==> src/rtl/seq_alu_pkg.sv <==
// Shared types for the sequential ALU: operation codes and controller states.
package alu_pkg;

  typedef enum logic [2:0] {
    kAND = 3'b000,
    kADD = 3'b001,
    kXOR = 3'b010,
    kSUB = 3'b011,
    kSLL = 3'b100,
    kSRL = 3'b101,
    kMUL = 3'b110,
    kSLT = 3'b111
  } alu_op_t;

  typedef enum logic [1:0] {
    IDLE = 2'd0,
    BUSY = 2'd1,
    DONE = 2'd2
  } alu_state_t;

  function automatic logic is_shift(alu_op_t op);
    return (op == kSLL) || (op == kSRL);
  endfunction

endpackage

==> src/rtl/seq_alu_if.sv <==
// Request/response bundle between the core controller (master) and the ALU (slave).
interface seq_alu_if #(parameter int WIDTH = 8);
  import alu_pkg::*;

  logic             InValid;
  logic             InReady;
  alu_op_t          ALUOp;
  logic [WIDTH-1:0] ALUSrcA;
  logic [WIDTH-1:0] ALUSrcB;
  logic             OutValid;
  logic             OutReady;
  logic [WIDTH-1:0] Result;
  logic             Zero;
  logic             Carry;
  logic             Overflow;

  modport master (
    output InValid, ALUOp, ALUSrcA, ALUSrcB, OutReady,
    input  InReady, OutValid, Result, Zero, Carry, Overflow
  );

  modport slave (
    input  InValid, ALUOp, ALUSrcA, ALUSrcB, OutReady,
    output InReady, OutValid, Result, Zero, Carry, Overflow
  );

endinterface

==> src/rtl/seq_alu_core.sv <==
// Combinational core for the single-cycle operations (AND, ADD, XOR, SUB, SLT).
module alu_core
  import alu_pkg::*;
#(
  parameter int WIDTH = 8
) (
  input  alu_op_t          op,
  input  logic [WIDTH-1:0] a,
  input  logic [WIDTH-1:0] b,
  output logic [WIDTH-1:0] result,
  output logic             carry,
  output logic             overflow
);

  logic [WIDTH:0] sum;
  logic [WIDTH:0] diff;

  // Zero-extended subtraction leaves the borrow in the top bit.
  assign sum  = {1'b0, a} + {1'b0, b};
  assign diff = {1'b0, a} - {1'b0, b};

  always_comb begin
    result   = '0;
    carry    = 1'b0;
    overflow = 1'b0;
    case (op)
      kAND: result = a & b;
      kADD: begin
        result   = sum[WIDTH-1:0];
        carry    = sum[WIDTH];
        overflow = (a[WIDTH-1] == b[WIDTH-1]) && (sum[WIDTH-1] != a[WIDTH-1]);
      end
      kXOR: result = a ^ b;
      kSUB: begin
        result   = diff[WIDTH-1:0];
        carry    = diff[WIDTH];
        overflow = (a[WIDTH-1] != b[WIDTH-1]) && (diff[WIDTH-1] != a[WIDTH-1]);
      end
      kSLT: result = {{(WIDTH-1){1'b0}}, ($signed(a) < $signed(b))};
      default: ;
    endcase
  end

endmodule

==> src/rtl/seq_alu.sv <==
// Multi-cycle ALU: handshake FSM, iterative shifter, shift-add multiplier, output registers.
//   state | meaning
//   IDLE  | ready for a request; InReady high
//   BUSY  | iterating a shift or multiply, one step per cycle
//   DONE  | result valid; held until OutReady
module seq_alu
  import alu_pkg::*;
#(
  parameter int WIDTH = 8
) (
  input logic      CLK,
  input logic      ResetN,
  seq_alu_if.slave bus
);

  localparam int SHW = $clog2(WIDTH);

  alu_state_t       state_q, state_d;
  alu_op_t          op_q, op_d;
  logic [WIDTH-1:0] a_q, a_d;
  logic [WIDTH-1:0] b_q, b_d;
  logic [WIDTH-1:0] hi_q, hi_d;
  logic [SHW-1:0]   cnt_q, cnt_d;
  logic [WIDTH-1:0] result_q, result_d;
  logic             zero_q, zero_d;
  logic             carry_q, carry_d;
  logic             ovf_q, ovf_d;

  logic [WIDTH-1:0] core_result;
  logic             core_carry;
  logic             core_ovf;
  logic [SHW-1:0]   amt;
  logic [WIDTH:0]   mul_sum;
  logic [WIDTH-1:0] it_res;
  logic             it_carry;

  assign amt = bus.ALUSrcB[SHW-1:0];

  alu_core #(.WIDTH(WIDTH)) u_core (
    .op       (bus.ALUOp),
    .a        (bus.ALUSrcA),
    .b        (bus.ALUSrcB),
    .result   (core_result),
    .carry    (core_carry),
    .overflow (core_ovf)
  );

  always_comb begin
    state_d  = state_q;
    op_d     = op_q;
    a_d      = a_q;
    b_d      = b_q;
    hi_d     = hi_q;
    cnt_d    = cnt_q;
    result_d = result_q;
    zero_d   = zero_q;
    carry_d  = carry_q;
    ovf_d    = ovf_q;
    mul_sum  = '0;
    it_res   = '0;
    it_carry = 1'b0;

    case (state_q)
      IDLE: begin
        if (bus.InValid) begin
          op_d = bus.ALUOp;
          a_d  = bus.ALUSrcA;
          b_d  = bus.ALUSrcB;
          hi_d = '0;
          if (is_shift(bus.ALUOp)) begin
            if (amt == '0) begin
              state_d  = DONE;
              result_d = bus.ALUSrcA;
              zero_d   = (bus.ALUSrcA == '0);
              carry_d  = 1'b0;
              ovf_d    = 1'b0;
            end else begin
              state_d = BUSY;
              cnt_d   = amt - 1'b1;
            end
          end else if (bus.ALUOp == kMUL) begin
            state_d = BUSY;
            cnt_d   = SHW'(WIDTH - 1);
          end else begin
            state_d  = DONE;
            result_d = core_result;
            zero_d   = (core_result == '0);
            carry_d  = core_carry;
            ovf_d    = core_ovf;
          end
        end
      end

      BUSY: begin
        cnt_d = cnt_q - 1'b1;
        case (op_q)
          kSLL: begin
            it_res   = a_q << 1;
            it_carry = a_q[WIDTH-1];
            a_d      = it_res;
          end
          kSRL: begin
            it_res   = a_q >> 1;
            it_carry = a_q[0];
            a_d      = it_res;
          end
          kMUL: begin
            // {hi, b} is the running product; the multiplier drains out of b's LSB.
            mul_sum  = {1'b0, hi_q} + (b_q[0] ? {1'b0, a_q} : {(WIDTH+1){1'b0}});
            hi_d     = mul_sum[WIDTH:1];
            b_d      = {mul_sum[0], b_q[WIDTH-1:1]};
            it_res   = b_d;
            it_carry = |hi_d;
          end
          default: ;
        endcase
        if (cnt_q == '0) begin
          state_d  = DONE;
          result_d = it_res;
          zero_d   = (it_res == '0);
          carry_d  = it_carry;
          ovf_d    = 1'b0;
        end
      end

      DONE: begin
        if (bus.OutReady) state_d = IDLE;
      end

      default: state_d = IDLE;
    endcase
  end

  always_ff @(posedge CLK or negedge ResetN) begin
    if (!ResetN) begin
      state_q  <= IDLE;
      op_q     <= kAND;
      a_q      <= '0;
      b_q      <= '0;
      hi_q     <= '0;
      cnt_q    <= '0;
      result_q <= '0;
      zero_q   <= 1'b0;
      carry_q  <= 1'b0;
      ovf_q    <= 1'b0;
    end else begin
      state_q  <= state_d;
      op_q     <= op_d;
      a_q      <= a_d;
      b_q      <= b_d;
      hi_q     <= hi_d;
      cnt_q    <= cnt_d;
      result_q <= result_d;
      zero_q   <= zero_d;
      carry_q  <= carry_d;
      ovf_q    <= ovf_d;
    end
  end

  assign bus.InReady  = (state_q == IDLE);
  assign bus.OutValid = (state_q == DONE);
  assign bus.Result   = result_q;
  assign bus.Zero     = zero_q;
  assign bus.Carry    = carry_q;
  assign bus.Overflow = ovf_q;

endmodule

==> src/flat_wrapper.sv <==
// flat-port wrapper written by rule: the top's interface ports become plain ports
module seq_alu_flat import alu_pkg::*;
#(
  parameter int WIDTH = 8
)
  (CLK, ResetN, bus_InValid, bus_ALUOp, bus_ALUSrcA, bus_ALUSrcB, bus_OutReady, bus_InReady, bus_OutValid, bus_Result, bus_Zero, bus_Carry, bus_Overflow);
  seq_alu_if #(.WIDTH(WIDTH)) bus_i ();
  input logic CLK;
  input logic ResetN;
  input wire logic [$bits(bus_i.InValid)-1:0] bus_InValid;
  input wire logic [$bits(bus_i.ALUOp)-1:0] bus_ALUOp;
  input wire logic [$bits(bus_i.ALUSrcA)-1:0] bus_ALUSrcA;
  input wire logic [$bits(bus_i.ALUSrcB)-1:0] bus_ALUSrcB;
  input wire logic [$bits(bus_i.OutReady)-1:0] bus_OutReady;
  output wire logic [$bits(bus_i.InReady)-1:0] bus_InReady;
  output wire logic [$bits(bus_i.OutValid)-1:0] bus_OutValid;
  output wire logic [$bits(bus_i.Result)-1:0] bus_Result;
  output wire logic [$bits(bus_i.Zero)-1:0] bus_Zero;
  output wire logic [$bits(bus_i.Carry)-1:0] bus_Carry;
  output wire logic [$bits(bus_i.Overflow)-1:0] bus_Overflow;
  assign bus_i.InValid = bus_InValid;
  assign bus_i.ALUOp = bus_ALUOp;
  assign bus_i.ALUSrcA = bus_ALUSrcA;
  assign bus_i.ALUSrcB = bus_ALUSrcB;
  assign bus_i.OutReady = bus_OutReady;
  assign bus_InReady = bus_i.InReady;
  assign bus_OutValid = bus_i.OutValid;
  assign bus_Result = bus_i.Result;
  assign bus_Zero = bus_i.Zero;
  assign bus_Carry = bus_i.Carry;
  assign bus_Overflow = bus_i.Overflow;
  seq_alu #(.WIDTH(WIDTH)) u_core (.CLK(CLK), .ResetN(ResetN), .bus(bus_i));
endmodule
==> config.mk <==
export PLATFORM = sky130hd
export DESIGN_NAME = seq_alu_flat
export DESIGN_NICKNAME = d
export VERILOG_FILES = /design/src/rtl/seq_alu_pkg.sv /design/src/rtl/seq_alu_if.sv /design/src/rtl/seq_alu_core.sv /design/src/rtl/seq_alu.sv /design/src/flat_wrapper.sv
export SDC_FILE = /design/constraint.sdc
export NUM_CORES = 1
export LEC_CHECK = 0
export ABC_AREA = 1
export CAP_MARGIN = 10
export CELL_PAD_IN_SITES_DETAIL_PLACEMENT = 0
export CELL_PAD_IN_SITES_GLOBAL_PLACEMENT = 1
export CORE_MARGIN = 3
export CORE_UTILIZATION = 45
export CTS_CLUSTER_DIAMETER = 80
export DETAILED_ROUTE_END_ITERATION = 8
export PLACE_DENSITY = 0.88
export SYNTH_ARGS = -nofsm -noshare
export SYNTH_HDL_FRONTEND = slang
export SYNTH_SLANG_ARGS = --single-unit
==> constraint.sdc <==
create_clock -name CLK -period 3.2 [get_ports CLK]
set_input_delay 0.96 -clock CLK [delete_from_list [all_inputs] [get_ports CLK]]
set_output_delay 0.96 -clock CLK [all_outputs]
set_load 0.005 [all_outputs]
Word level (Yosys, flattened, before mapping)
Cells that the tools add are included.
{"block": "classes", "add_sub_neg": 5, "n_lt_le_gt_ge": 1, "eq_ne": 25, "muxes": 51, "bitwise": 2, "reduce_logical": 18}
{"op": "two-way mux 8 bit", "count": 12}
{"op": "one-hot mux 8 bit (2 select lines)", "count": 5}
{"op": "one-hot mux 8 bit (5 select lines)", "count": 1}
{"op": "zero test 8 bit", "count": 3}
{"op": "one-hot mux 8 bit (3 select lines)", "count": 1}
{"op": "equality test 3 bit (second input constant)", "count": 7}
{"op": "two-way mux 1 bit", "count": 14}
{"op": "two-way mux 2 bit", "count": 6}
{"op": "two-way mux 3 bit", "count": 4}
{"op": "inequality test 3 bit (second input constant)", "count": 4}
{"op": "one-hot mux 1 bit (2 select lines)", "count": 5}
{"op": "adder 8 x 8 -> 9 bit", "count": 1}
{"op": "adder 8 x 9 -> 9 bit", "count": 1}
{"op": "zero test 3 bit", "count": 3}
{"op": "AND reduction 3 bit", "count": 3}
{"op": "subtractor 8 x 8 -> 9 bit", "count": 1}
{"op": "bitwise AND 8 bit", "count": 1}
{"op": "less-than comparator 8 bit", "count": 1}
{"op": "OR reduction 8 bit", "count": 1}
{"op": "XOR 8 bit", "count": 1}
{"op": "equality test 3 x 2 -> 1 bit (second input constant)", "count": 2}
{"op": "inequality test 2 bit (second input constant)", "count": 3}
{"op": "one-hot mux 2 bit (3 select lines)", "count": 1}
{"op": "one-hot mux 3 bit (2 select lines)", "count": 1}
{"op": "other kinds (16)", "count": 20}
{"block": "word_totals", "ff_bits": 43, "input_bits": 23, "out_inout_bits": 13, "elab_cells": 112}

Longest topological paths before layout
Gate-level depths: netlist (run 1).
{"block": "depth", "word_depth": 8, "mapped_depth": 17, "ltp_nobuf": 16}

Cells and area by module
A second synthesis (run 1) with hierarchy kept.
{"block": "unflattened", "hier_cells": 596, "hier_area_um2": 4002.6}
{"module": "seq_alu", "instances": 1, "cells_per_inst": 396, "area_each_um2": 2875.3, "seq_area_each_um2": 1076.0}
{"module": "alu_core", "instances": 1, "cells_per_inst": 200, "area_each_um2": 1127.3, "seq_area_each_um2": 0.0}

Worst setup path before layout (run 1)
Ideal clock, no wire load.
{"block": "synth_timing", "kind": "input to register", "from": "input port bus_ALUSrcA[0]", "to": "register u_core.zero_q, in the netlist u_core.bus.Zero", "setup_ns": 0.077, "arrival_ns": 2.427, "required_ns": 3.123, "path_slack_ns": 0.696, "cell_stages": 15, "n_path_buf": 0, "cell_sequence": "inv_1 ha_1 inv_1 fa_1 nor2_1 nor2_1 nor2_1 nand3_1 nor2_1 nand2_1 nor2_1 nand3_1 nand2_1 nand2_1 a21oi_1"}
{"block": "synth_between", "elab_chain_len": 7, "word_cells_on_any_way": 13, "cone_classes": "2 x add/sub; 1 x order compare; 6 x mux; 2 x bitwise; 2 x reduce/logical"}
{"item": "start, declared", "line_no": "flat_wrapper.sv:12", "text": "input wire logic [$bits(bus_i.ALUSrcA)-1:0] bus_ALUSrcA;"}
{"item": "subtractor 8 x 8 -> 9 bit (tied with other cells)", "line_no": "seq_alu_core.sv:20", "text": "assign diff = {1'b0, a} - {1'b0, b};"}
{"item": "one-hot mux 8 bit (5 select lines)", "line_no": "seq_alu_core.sv:26", "text": "case (op)"}
{"item": "zero test 8 bit", "line_no": "seq_alu.sv:87", "text": "zero_d = (core_result == '0);"}
{"item": "two-way mux 1 bit", "line_no": "seq_alu.sv:81", "text": "end else if (bus.ALUOp == kMUL) begin"}
{"item": "two-way mux 1 bit *", "line_no": "seq_alu.sv:70", "text": "if (is_shift(bus.ALUOp)) begin"}
{"item": "two-way mux 1 bit *", "line_no": "seq_alu.sv:65", "text": "if (bus.InValid) begin"}
{"item": "one-hot mux 1 bit (2 select lines) *", "line_no": "seq_alu.sv:63", "text": "case (state_q)"}
{"item": "end signal, assigned", "line_no": "seq_alu.sv:154", "text": "zero_q <= zero_d;"}
{"item": "end, declared", "line_no": "seq_alu.sv:25", "text": "logic zero_q, zero_d;"}
Every way passes the cells marked *; elsewhere a longest branch is shown, timed or not. The select of a mux whose other input is x is not followed.
A chain may end at the register's enable or synchronous reset.

Worst setup path in the final report (run 1)
{"block": "layout_timing", "from": "input port bus_ALUSrcB[0]", "to": "register u_core.zero_q, in the netlist u_core.bus.Zero"}
{"block": "layout_between", "elab_chain_len": 7, "word_cells_on_any_way": 14, "cone_classes": "2 x add/sub; 1 x order compare; 1 x eq/ne; 5 x mux; 2 x bitwise; 3 x reduce/logical"}
{"item": "start, declared", "line_no": "flat_wrapper.sv:13", "text": "input wire logic [$bits(bus_i.ALUSrcB)-1:0] bus_ALUSrcB;"}
{"item": "subtractor 8 x 8 -> 9 bit (tied with other cells)", "line_no": "seq_alu_core.sv:20"}
{"item": "one-hot mux 8 bit (5 select lines)", "line_no": "seq_alu_core.sv:26"}
{"item": "zero test 8 bit", "line_no": "seq_alu.sv:87"}
{"item": "two-way mux 1 bit", "line_no": "seq_alu.sv:81"}
{"item": "two-way mux 1 bit", "line_no": "seq_alu.sv:70"}
{"item": "two-way mux 1 bit", "line_no": "seq_alu.sv:65"}
{"item": "one-hot mux 1 bit (2 select lines)", "line_no": "seq_alu.sv:63"}
Parallel ways exist; a longest one is shown, timed or not. The select of a mux whose other input is x is not followed.

==> impl_metrics.yaml, run 1 <==
run_status:
  status: "finished, final reports clean"
synth:
  ys.flop_type: "dfrtp_1"
  synth_nets: 645
  ys_async_sr_fraction: 1.000
  synth_area_leaders: "dfrtp_1 28%, nand2_1 16%, ha_1 9.0%"
  synth-seq-cells: 43
  yosysTopAreaCellShare: 0.2756
  synth.distinct_cells: 48
  synthCells: 591
  yosys.area.top_type: "dfrtp_1"
  seq_area_frac_synth: 0.2756
  synth_edf_count: 0
  syn_area_mm2: 0.003905
  avgSynthCellArea_um2: 6.607
  yosys_warnings: 0
placed_design:
  pre_cts_ws_ns: -0.04329
  place_congestion: 0.8897
  dpl.hpwl_mm: 9.486
  port-buffer-count: 35
die:
  num_io_pins: 36
  start_util: 0.4682
  die_y_um: 99.16
  fp.coreArea_mm2: 0.008341
  rows: 33
  dieArea_mm2: 0.009832
  die_x_um: 99.16
pwr:
  power_density_mw_per_mm2: 679.3
  vdd_ir_drop_max_v: 0.0003984
  p_leak_nw: 2.494
  power_mw: 3.181
clock_tree:
  cts_tree: "yes"
  cts_num_sinks: 43
  ctsResizeCount: 0
  cts_buffer_depth: 2
  path_clk_slew_ns: 0.09
  cts_post_setup_buffers_inserted: 0
  clockRootBuffer: "clkbuf_8"
  htreeDepth: 2
  numCtsBuffers: 5
  cts_hold_buf: 0
  clock_latency_ns: 0.31
sta:
  fin_skew_ns: 0.01034
  fin_ws_ns: 0.2811
  max_freq_ghz: 0.3426
  worst-slew-pin-transition_ns: 0.6115
  tns_ns: 0
  period_minus_slack_ns: 2.919
  rsz0062_at_grt: "no"
  finalHoldViolCount: 0
  slew_headroom: 0.5923
  drv_slew: 0
  setup_viol: 0
  fin_crit_sh: 0.9122
global_routing:
  gr-usage-met1: 0.3516
  grt-ovfl-total: 0
  grtUsageTotal: 0.2445
  grt_use_met3: 0.03156
  grt_util_met2: 0.4013
  grt_pass1_wl_mm: 19.46
  antenna_found_initial: 0
  top_usage_layer: "met2"
  grt_pass1_vias: 3854
  grt_max_degree: 44
setup_path:
  worst-setup-path-type: "primary input to flop"
  crit_top_cell: "nand3_1"
  cp_cell_sequence: "clkdlybuf4s50_1 -> ha_1 -> fa_1 -> nand2_1 -> nand2_1 -> nand3_1 -> nand3_1 -> nand3_1 -> nand3_1 -> nor2_1 -> nand3_1 -> nand2_1 -> nand2_1 -> a21oi_1"
  worst_setup_path_start_kind: "primary input"
  cp-startpoint: "bus_ALUSrcB[0]"
  arrival_ns: 3.15
  rr_worst_depth: 16
  rr_startpoint: "u_core.b_q[0]"
  slowest_stage: "clkdlybuf4s50_1"
  endpoint_kind: "flop"
  critPathMaxFanout: 3
  cp.required_ns: 3.43
  cpPeakStageDelay_ns: 0.47
hold_path:
  min_from: "u_core.cnt_q[1]"
  hp-class: "flop to flop"
  whs_path_depth: 2
route:
  wl_per_cell_um: 15.49
  drt_pass1_iterations: 5
  routed_wl_mm: 11.77
  num_vias: 4025
  ant_nets: 0
  vias_per_cell: 5.296
  dr.first_iter.drc_count: 315
  route.detailed.drc: 0
final_layout:
  finalNetCount: 708
  antennaDiodeCount: 0
  area_delta_synth_final_pct: 19.93
  drive_gt1_frac: 0.1176
flow_run:
  maxCapViolCount: 0
-- Yosys cell counts, types with 4 or more instances --
library cell,number
buf_2,6
o211ai_1,10
clkbuf_1,9
nand3_1,53
xor2_1,4
a21oi_1,24
inv_2,15
inv_1,84
nand4_1,6
nor2_1,45
o21ai_0,31
ha_1,28
nand2_1,168
dfrtp_1,43
a31oi_1,7
-- registers in the layout (all words and copies together) (netlist names) --
register	flops
u_core.a_q	8
u_core.b_q	8
u_core.bus.Carry	1
u_core.bus.Overflow	1
u_core.bus.Result	8
u_core.bus.Zero	1
u_core.cnt_q	3
u_core.hi_q	8
u_core.op_q	3
u_core.state_q	2
-- critical path: cells and delay by family --
family,cells,cell delay [ns]
AO/OA/AOI/OAI,1,0.13
adder cells (fa/ha/maj),2,0.64
buffers and inverters,1,0.47
AND/OR/NAND/NOR,10,0.94
-- layout by cell type (no fill, tap or decap), types with 3 or more instances in the layout --
cell type	netlist	final
dfrtp_1	43	43
nand4_1	6	6
clkbuf_8	0	6
nor2_1	45	45
nor4_1	3	3
xor2_1	4	4
nand3_1	53	53
a21oi_1	24	24
a31oi_1	7	7
ha_1	28	28
o211ai_1	10	10
o22ai_1	3	3
nand3_2	3	3
clkdlybuf4s50_1	0	34
nand2_1	168	168
nand2_2	3	3
o221ai_1	3	3
inv_1	84	84
inv_2	15	15
o2111ai_1	3	3
fa_1	3	3
o21ai_0	31	31
buf_4	2	39
-- per-layer routing --
layer | up-vias | wire length (µm) | part of all wire
met4 | 0 | 123 | 0.010
li1 | 2050 | - | -
met1 | 1875 | 5733 | 0.49
met5 | - | 0 | 0
met3 | 15 | 404 | 0.034
met2 | 85 | 5512 | 0.47
-- metrics by stage --
| stage | std cells | hold slack (ns) | cell area [µm²] | utilization |
|---|---|---|---|---|
| after floorplan | 591 | 0.4530 | 3905 | - |
| after global placement | 752 | 0.4685 | 4584 | 0.5497 |
| after detailed placement | 752 | 0.4698 | 4584 | 0.5497 |
| after CTS | 760 | 0.4964 | 4683 | 0.5615 |
| after global routing | 760 | 0.5257 | 4683 | 0.5615 |
| final | 760 | 0.4987 | 4683 | 0.5615 |
-- final timing paths --
| kind | end | slack (ns) |
|---|---|---|
| setup / recovery | u_core.bus.Zero | 0.28 |
| hold / removal | u_core.cnt_q[1] | 0.50 |
| setup reg to reg | u_core.bus.Carry | 0.67 |
| hold reg to reg | u_core.cnt_q[1] | 0.50 |
| max in group asynchronous | u_core.bus.Result[6] | 1.94 |
| min in group asynchronous | u_core.cnt_q[0] | 0.55 |
-- power by group --
part	total (mW)	switching, mW	internal, mW
clock network	0.385	0.208	0.177
registers	0.987	0.216	0.771
logic	1.81	1.07	0.738
total	3.18	1.50	1.69
-- cells by family (layout without fill, tap and decap cells) --
group                    after synthesis  in the layout  synth area share
XOR/XNOR                               6              6           0.01346
AND/OR/NAND/NOR                      288            288            0.3146
AO/OA/AOI/OAI                        103            103            0.1666
adder cells (fa/ha/maj)               31             31            0.1051
buffers and inverters                118            182            0.1192
multiplexers                           2              2          0.005447
flip-flops                            43             43            0.2756
-- cell type report --
cell class,count,area (µm²)
Inverter,100,375.4
Tap cell,105,131.4
Multi-Input combinational cell,430,2364
Fill cell,863,3657
Sequential cell,43,1076
Timing Repair Buffer,74,638.1
Clock inverter,2,16.27
Clock buffer,6,82.58
No activity file was read; power rests on OpenSTA's default activity.
==> run 2: changes to the inputs <==
SYNTH_HIERARCHICAL = 1   (was unset)
==> run 2 against run 1 <==
Compared with the run above: clock skew decreased by 0.0017 ns; largest cell class unchanged; combinational power rose by 2%; die area rose by 2.3%.
==> impl_metrics.yaml, run 2 <==
clock_tree:
  cts_tree: "yes"
  cts_num_sinks: 43
  path_clk_slew_ns: 0.09
  cts_buffer_depth: 2
  clockRootBuffer: "clkbuf_8"
  htreeDepth: 2
  numCtsBuffers: 5
  clock_latency_ns: 0.30
setup_path:
  arrival_ns: 3.29
  crit_top_cell: "nand2_1"
  endpoint_kind: "flop"
  worst-setup-path-type: "primary input to flop"
  worst_setup_path_start_kind: "primary input"
  cp.required_ns: 3.45
  crit_family: "simple AND/OR/NAND/NOR gates"
  slowest_stage: "clkdlybuf4s50_1"
  cpPeakStageDelay_ns: 0.46
  critPathMaxFanout: 3
  crit_buf_inv: 2
  cp_cell_sequence: "clkdlybuf4s50_1 -> buf_4 -> ha_1 -> nor2_1 -> nand2_1 -> nand2_2 -> nand2_1 -> nand2_1 -> nand2_1 -> nand3_1 -> nand3_1 -> nor4_2 -> a31oi_1 -> a21oi_1 -> nand2_1 -> nand2_1"
synth:
  yosys_warnings: 6
  synthMuxAreaShare: 0
  synth-seq-cells: 43
  avgSynthCellArea_um2: 6.716
  synth_edf_count: 0
  yosysTopAreaCellShare: 0.2688
  synth-compound-area-share: 0.1835
  seq_area_frac_synth: 0.2688
  synthAdderAreaFrac: 0.1025
  ys.flop_type: "dfrtp_1"
  synthTopCellsByCount: "165 x nand2_1, 92 x inv_1, 43 x dfrtp_1"
  synth_nets: 650
  synth_area_leaders: "dfrtp_1 27%, nand2_1 15%, ha_1 8.8%"
  ys_async_sr_fraction: 1.000
  synth.distinct_cells: 48
  synthSimpleGateAreaFrac: 0.3110
  syn_area_mm2: 0.004003
  yosys.area_share.xor_xnor: 0.006565
  yosysMostFrequentCell: "nand2_1"
  synthCells: 596
  synth_top_family_by_area: "simple AND/OR/NAND/NOR gates"
  yosys.area.top_type: "dfrtp_1"
global_routing:
  grt_pass1_wl_mm: 19.71
  grt-ovfl-total: 0
  grt_max_degree: 36
  antenna_found_initial: 0
  grtUsageTotal: 0.2430
  grt_pass1_vias: 4039
sta:
  setup_viol: 0
  slew_headroom: 0.5918
  whs_ns: 0.5041
  fin_skew_ns: 0.008668
  finalHoldViolCount: 0
  worst-slew-pin-transition_ns: 0.6123
  period_minus_slack_ns: 3.043
  drv_slew: 0
  max_freq_ghz: 0.3286
  fin_crit_sh: 0.9509
route:
  dr.first_iter.drc_count: 295
  wl_per_cell_um: 15.05
  routed_wl_mm: 11.80
  route.detailed.drc: 0
  drt_pass1_iterations: 5
  vias_per_cell: 5.426
  ant_nets: 0
  num_vias: 4254
final_layout:
  fin_cells: 784
  drive_gt1_frac: 0.1664
  antennaDiodeCount: 0
  final_common_cell: "nand2_1"
  finalNetCount: 732
  area_delta_synth_final_pct: 22.73
  layout_common_cells: "164 x nand2_1, 91 x inv_1, 54 x buf_4"
  fill_cells: 859
die:
  die_y_um: 100.3
  num_io_pins: 36
  start_util: 0.4752
  rows: 33
  fp.coreArea_mm2: 0.008423
  die_x_um: 100.3
  dieArea_mm2: 0.01006
pwr:
  vdd_ir_drop_max_v: 0.0003604
  p_leak_nw: 2.525
  power_density_mw_per_mm2: 644.9
hold_path:
  hp-class: "flop to flop"
run_status:
  status: "finished, final reports clean"
placed_design:
  dpl.cell_count: 774
  dpl.hpwl_mm: 9.524
  port-buffer-count: 35
  place_congestion: 0.9394
flow_run:
  maxCapViolCount: 0
==> run 2: through the flow <==
step / utilization / worst slack (ns) / cell area [µm²] / setup TNS [ns] / total power, mW
after floorplan: - / 0.5337 / 4003 / 0 / 2.145
after global placement: 0.5667 / -0.1722 / 4773 / -0.3120 / 2.757
after detailed placement: 0.5667 / -0.2607 / 4773 / -0.5323 / 2.775
after CTS: 0.5768 / 0.06119 / 4858 / 0 / 3.151
after global routing: 0.5832 / -0.02520 / 4912 / -0.02520 / 3.459
final: 0.5832 / 0.1572 / 4912 / 0 / 3.168
==> run 2: final timing paths <==
| check | startpoint | endpoint | slack [ns] | cells after the start |
|---|---|---|---|---|
| worst max register to register | u_core/b_q[0] | u_core/bus.Carry | 1.01 | 13 |
| worst min-delay path | u_core/hi_q[5] | u_core/hi_q[5] | 0.50 | 2 |
| worst max-delay path | bus_ALUSrcA[1] | u_core/bus.Zero | 0.16 | 16 |
| min in group asynchronous | ResetN | u_core/b_q[7] | 0.66 | 1 |
| worst min register to register | u_core/hi_q[5] | u_core/hi_q[5] | 0.50 | 2 |
| max in group asynchronous | ResetN | u_core/bus.Result[0] | 1.94 | 2 |
==> run 2: logic make-up (layout without fill, tap and decap cells) <==
kind of cell,count (synthesis),count (layout)
AND/OR/NAND/NOR,285,285
buffers and inverters,123,206
AO/OA/AOI/OAI,111,111
flip-flops,43,43
adder cells (fa/ha/maj),31,31
XOR/XNOR,3,3
==> run 2: worst min-delay path, stage by stage, from the launching register on <==
cell and delay (ns):
dfrtp_1 0.36, nand2_1 0.05, o21ai_0 0.06
==> run 2: layout make-up <==
| class | count | area (µm²) | area share |
|---|---|---|---|
| multi-input cells | 430 | 2452 | 0.4992 |
| flip-flops and latches | 43 | 1076 | 0.2191 |
| repair buffers | 89 | 753.2 | 0.1533 |
| inverters | 109 | 414.1 | 0.08431 |
| well taps | 105 | 131.4 | 0.02674 |
| clock buffers | 6 | 72.57 | 0.01477 |
| clock inverters | 2 | 12.51 | 0.002547 |
==> run 2: per-layer routing <==
layer	wire, µm	GRT usage	up-vias
li1	-	-	2118
met4	66	0.04145	0
met3	850	0.04170	12
met5	0	0	-
met1	5628	0.3636	1966
met2	5254	0.3726	158
==> run 2: what timing repair did <==
item | 4_1_cts | 5_1_grt
resized for setup | 0 | 13
endpoints found under the hold margin | 0 | 0
buffers inserted | 0 | 2
setup endpoints to repair | 0 | 2
hold buffers | 0 | 0
==> run 2: power breakdown <==
part	switching (mW)	total [mW]	leakage (nW)	internal (mW)
clock network	0.203	0.356	0.0412	0.153
logic	1.12	1.85	1.96	0.730
registers	0.187	0.962	0.525	0.775
==> run 3: changes to the inputs <==
SKIP_CTS_REPAIR_TIMING = 1   (was unset)
==> results of run 3 <==
Same layout as run 2: the final DEF is identical, and so are final timing and power.
